## config.mk

```make
export PLATFORM = sky130hd
export DESIGN_NAME = seq_detect_moore
export DESIGN_NICKNAME = d
export VERILOG_FILES = /design/src/rtl/seq_detect_moore.sv
export SDC_FILE = /design/constraint.sdc
export NUM_CORES = 1
export LEC_CHECK = 0
export BUFFER_PORTS_ARGS = -buffer_cell sky130_fd_sc_hd__buf_2
export CORE_MARGIN = 2
export CORE_UTILIZATION = 51
export DETAILED_ROUTE_END_ITERATION = 12
export PLACE_DENSITY = 0.74
export REMOVE_ABC_BUFFERS = 1
export SLEW_MARGIN = 20
export SYNTH_ARGS = -nofsm -noshare
export SYNTH_HDL_FRONTEND = slang
export SYNTH_SLANG_ARGS = --single-unit
```

## constraint.sdc

```tcl
create_clock -name clk -period 3.1 [get_ports clk]
set_clock_uncertainty 0.2 [all_clocks]
set_input_delay 0.31 -clock clk [delete_from_list [all_inputs] [get_ports clk]]
set_output_delay 0.31 -clock clk [all_outputs]
set_load 0.01 [all_outputs]
```

## src/rtl/seq_detect_moore.sv

```systemverilog
// Moore serial pattern detector with run-time pattern reload, selectable overlap,
// sample stall and a saturating match counter; y rises the cycle after the completing bit.
module seq_detect_moore #(
  parameter int             N       = 4,
  parameter logic [N-1:0]   PATTERN = 4'b1101,
  parameter int             CNT_W   = 8
) (
  input  logic             clk,
  input  logic             reset,
  input  logic             x,
  input  logic             en,
  input  logic             overlap,
  input  logic             load,
  input  logic [N-1:0]     pat_in,
  input  logic             clr,
  output logic             y,
  output logic [CNT_W-1:0] count,
  output logic [N-1:0]     pat
);

  localparam int               FW      = $clog2(N + 1);
  localparam logic [FW-1:0]    FULL    = FW'(N);
  localparam logic [CNT_W-1:0] CNT_MAX = '1;

  logic [N-1:0]     hist, hist_nxt, h_shift, pat_nxt;
  logic [FW-1:0]    fill, fill_nxt, fill_sat, f_inc;
  logic             found, found_nxt, match;
  logic [CNT_W-1:0] count_nxt;

  // Out-of-range fill is folded back to N so a corrupted counter recovers in one edge.
  assign fill_sat = (fill > FULL) ? FULL : fill;
  assign f_inc    = (fill_sat == FULL) ? FULL : fill_sat + 1'b1;
  assign h_shift  = {hist[N-2:0], x};
  assign match    = (f_inc == FULL) && (h_shift == pat);

  always_comb begin
    pat_nxt   = pat;
    hist_nxt  = hist;
    fill_nxt  = fill;
    found_nxt = found;
    if (load) begin
      pat_nxt   = pat_in;
      hist_nxt  = '0;
      fill_nxt  = '0;
      found_nxt = 1'b0;
    end else if (en) begin
      if (match) begin
        found_nxt = 1'b1;
        hist_nxt  = overlap ? h_shift : '0;
        fill_nxt  = overlap ? FULL : '0;
      end else begin
        found_nxt = 1'b0;
        hist_nxt  = h_shift;
        fill_nxt  = f_inc;
      end
    end
  end

  // clr beats a coincident increment; the counter sticks at its maximum.
  always_comb begin
    count_nxt = count;
    if (clr)
      count_nxt = '0;
    else if (!load && en && match && (count != CNT_MAX))
      count_nxt = count + 1'b1;
  end

  always_ff @(posedge clk or negedge reset) begin
    if (!reset) begin
      pat   <= PATTERN;
      hist  <= '0;
      fill  <= '0;
      found <= 1'b0;
      count <= '0;
    end else begin
      pat   <= pat_nxt;
      hist  <= hist_nxt;
      fill  <= fill_nxt;
      found <= found_nxt;
      count <= count_nxt;
    end
  end

  assign y = found;

endmodule

```

* Word-level counts from Yosys, hierarchy flattened
Cells that the tools add are included.
** Storage, ports and cells
- Flip-flop bits (word level) :: 19
- Bits in latches :: 0
- Bits in writable memories :: 0
- Bits in read-only memories :: 0
- Input bits :: 11
- Word-level logic and storage cells :: 34
- Memories :: 0
** Operators by class
- Add/subtract/negate cells :: 2
- Multiply operators :: 0
- Div/mod/pow operators :: 0
- Magnitude comparators :: 1
- Equality and inequality tests :: 4
- Shift operators :: 0
- Muxes and demuxes :: 15
- Bitwise gates (word level) :: 0
- Reduce and logical (&&, ||, !) cells :: 7
** Operator list (number)
- $mux 3 :: 10
- $mux 8 :: 2
- $add 8x1->8 const B :: 1
- $ne 8x8->1 const B :: 1
- $eq 3x3->1 const B :: 2
- $eq 4x4->1 :: 1
- $logic_and 1x1->1 :: 4
- $reduce_bool 2->1 :: 2
- $add 3x1->3 const B :: 1
- $gt 3x3->1 const B :: 1
- $mux 1 :: 3
- $logic_not 1->1 :: 1

* Logic depth before layout (Yosys ltp)
- Word-level depth :: 10
- Mapped depth :: 8
- Depth with buffers taken out :: 8

* Worst setup path after synthesis
No wires, ideal clock.
- Kind :: register to register
- From :: reg fill[2]
- To :: reg count[5]
- Library setup time :: 125 ps
- Data arrival time :: 1950 ps
- Required time :: 2775 ps
- Path slack :: 825 ps
- Stages on the path, launching flop included :: 7
- Clock period less this slack :: 2275 ps
- Cell sequence :: dfrtp_1 > nand2b_1 > ha_1 > nor3_2 > o2111ai_2 > nor3_1 > mux2_2
** Between the ends
- Longest elaborated chain between the ends :: 9
- Elaborated cells between the ends (all ways) :: 10
- Those cells by class :: 1 x add/sub; 1 x order compare; 2 x eq/ne; 2 x mux; 4 x reduce/logical
** RTL lines
- start, declared :: line 26 : logic [FW-1:0] fill, fill_nxt, fill_sat, f_inc;
- start signal, assigned :: line 78 : fill <= fill_nxt;
- $gt 3x3->1 :: line 31 : assign fill_sat = (fill > FULL) ? FULL : fill;
- $mux 3 * :: line 31
- $add 3x1->3 / $eq 3x3->1 (equally long branches) :: line 32 : assign f_inc = (fill_sat == FULL) ? FULL : fill_sat + 1'b1;
- $mux 3 * :: line 32
- $eq 3x3->1 * :: line 34 : assign match = (f_inc == FULL) && (h_shift == pat);
- $logic_and 1x1->1 * :: line 34
- $logic_and 1x1->1 * (2 in series) :: line 64 : else if (!load && en && match && (count != CNT_MAX))
- $reduce_bool 2->1 (no source line) *
- end signal, assigned :: line 80 : count <= count_nxt;
- end, declared :: line 17 : output logic [CNT_W-1:0] count,
Mark *: on every way between the ends. The rest lies on a longest branch, timed or not.
A chain may end at the register's enable or synchronous reset.

* Worst setup path in the final report
Same ends and word-level chain as after synthesis.

==> out/results.ini <==
[outcome]
outcome = complete, no violations

[floorplanning]
start_util = 0.526
design.core.area_um2 = 1920
die_area_um2 = 2350
io_pins = 24
die_w_um = 48.5
row_count = 16
die_y_um = 48.5

[sta]
timing.fmax_mhz = 402
fin_crit_sh = 0.803
final.setup.tns_ns = 0
rsz0062_at_grt = false
hold_viol = 0
final_max_slew_viol_count = 0
whs_ns = 0.0306
worst_pin_slew_ns = 0.381
setup_viol = 0
fin_crit_ns = 2.49
max-slew-margin-rel = 0.739

[finish]
diodes = 0
layout_common_cells = buf_2, dfrtp_1, nor2_1
nNetsFinal = 138
final_common_cell = buf_2
drive_gt1_frac = 0.309
fillers = 178
syn_to_final_growth_pct = 17.6

[detailed_routing]
ant_nets = 0
drt-pass1-iter-count = 4
route.detailed.drc = 0
drtIter0Drc = 15
routedWlPerCell_um = 13.3
vias = 831
viasPerCell = 5.54
routed_wl_mm = 2.00

[synthesis]
synth_seq_cells = 19
yosysSeqAreaShare = 0.474
synth_compound_area_frac = 0.113
synth_top_family_by_area = simple AND/OR/NAND/NOR gates
synth.avg_cell_area_um2 = 10.4
ys_warn_count = 0
synth_top_area_cell = dfrtp_1
synthAdderAreaFrac = 0.0371
netlist_area_um2 = 1010
synth_xor_area_frac = 0.0347
syn_inst = 97
synth_cell_types = 32
synthTopCellsByArea = dfrtp_1, dfstp_2, mux2_2
yosys.area_share.simple = 0.224
yosysTopAreaCellShare = 0.396
synthMuxAreaShare = 0.0953

[power]
pwr-share-clk = 0.280
combPwrFrac = 0.136
seqPwrFrac = 0.583
power_density_nw_per_um2 = 386
ir_drop_v = 0.000336
swShare = 0.264
power_switching_mw = 0.121
p_int_mw = 0.338
power_leakage_nw = 0.570

[critical_path]
cp.depth = 6
path_cells = nand2b_1, ha_1, nor3_2, o2111ai_2, nor3_1, mux2_2
required_ns = 3.10
max_stage_delay_ns = 0.46
critPathSlowestCell = dfrtp_1
reg2reg_depth = 6
cp-start-kind = flop
cp.arrival_ns = 2.49
critPathCaptureType = flop
crit_fanout = 7
critPathTopFamily = simple AND/OR/NAND/NOR gates
critical_path_class = reg -> reg
critical_path_buf_inv_count = 0

[global_routing]
antenna_found_initial = 0
grt_max_degree = 20
overflow = 0
gr-usage-all-layers = 0.190
grt_pass1_wl_mm = 3.46
grt_pass1_vias = 766

[placed_design]
dp_hpwl_mm = 1.53
port-buffer-count = 23
place.gp.congestion = 0.794

[clock_tree]
cts_root_buf = clkbuf_4
cts_resized = 0
clkTransAtPathRegs_ns = 0.10
cts_sinks = 19
numCtsBuffers = 3
htree_num_levels = 1
worstSkewPairLatency_ns = 0.30
cts_tree = built
ctsLongestPathBuffers = 2

[flow_run]
drv_cap = 0

[min_path]
holdCritPathClass = in -> reg
holdPathStages = 2

[cells by family (layout without fill, tap and decap cells)]
logic type               count (synthesis)  in the layout
AO/OA/AOI/OAI                           15             15
multiplexers                             9              9
buffers and inverters                    6             32
flip-flops                              19             19
AND/OR/NAND/NOR                         41             41
XOR/XNOR                                 4              4
adder cells (fa/ha/maj)                  3              3
[cell usage after synthesis]
cell type  number
o2111a_1        1
a41oi_1         1
o2111ai_2       1
nor3_1          4
ha_1            3
or3_1           2
nor4_1          1
inv_1           4
nand3_1         4
nor3_2          2
clkbuf_1        1
mux2i_1         4
dfrtp_1        16
o211ai_1        1
dfstp_2         3
nor2_1          8
buf_1           1
and3_1          2
a31oi_1         1
o21ai_0         2
xnor2_1         1
nor2b_1         3
nand3b_1        1
nand2b_1        5
a31o_2          1
mux2_2          5
nor4bb_1        1
xor2_1          3
a21oi_1         4
nand4_1         3
a22o_1          3
nand2_1         5
[metrics by stage]
step                      utilization  area (µm²)  total power, mW  setup WS, ns  cells
after floorplan                     -        1000            0.307         0.825     95
after global placement          0.600        1150            0.333         0.731    145
after detailed placement        0.600        1150            0.335         0.643    145
after CTS                       0.618        1190            0.462         0.623    150
after global routing            0.618        1190            0.479         0.452    150
final                           0.618        1190            0.459         0.612    150
[routing by layer]
layer | GRT usage | wire [µm] | up-vias
met1 | 0.255 | 925 | 401
li1 | - | - | 407
met2 | 0.315 | 968 | 20
met3 | 0.0370 | 83 | 3
met5 | 0 | 0 | -
met4 | 0.0571 | 24 | 0
[power groups by stage]
stage | Clock (mW) | Combinational, mW | Sequential (mW)
after floorplan | 0 | 0.0328 | 0.274
after CTS | 0.131 | 0.0636 | 0.268
final | 0.129 | 0.0626 | 0.268
after global placement | 0 | 0.0606 | 0.272
after detailed placement | 0 | 0.0625 | 0.273
after global routing | 0.140 | 0.0700 | 0.270
[area by class of cell]
cell class / instances / area, µm² / share of cell area
Tap cell: 27 / 33.8 / 0.0284
Inverter: 4 / 15.0 / 0.0126
Timing Repair Buffer: 24 / 125 / 0.105
Multi-Input combinational cell: 72 / 509 / 0.428
Clock buffer: 4 / 26.3 / 0.0221
Sequential cell: 19 / 479 / 0.403
[sequential cells by signal, indices dropped and copies added (netlist names)]
register / cells
pat: 4
count: 8
y: 1
fill: 3
hist: 3
[final timing paths]
path / start / end / slack, ns
max in group asynchronous: reset / pat[0] / 2.09
hold / removal: pat_in[1] / pat[1] / 0.03
setup reg to reg: fill[2] / count[5] / 0.61
setup / recovery: fill[2] / count[5] / 0.61
hold reg to reg: y / y / 0.32
min in group asynchronous: reset / count[6] / 0.27
[timing repair]
| item | 4_1_cts | 5_1_grt |
|---|---|---|
| hold buffers | 1 | 0 |
| endpoints found under the hold margin | 16 | 0 |
| buffers inserted | 0 | 0 |
Note: power is estimated with default switching activity, not from simulation.
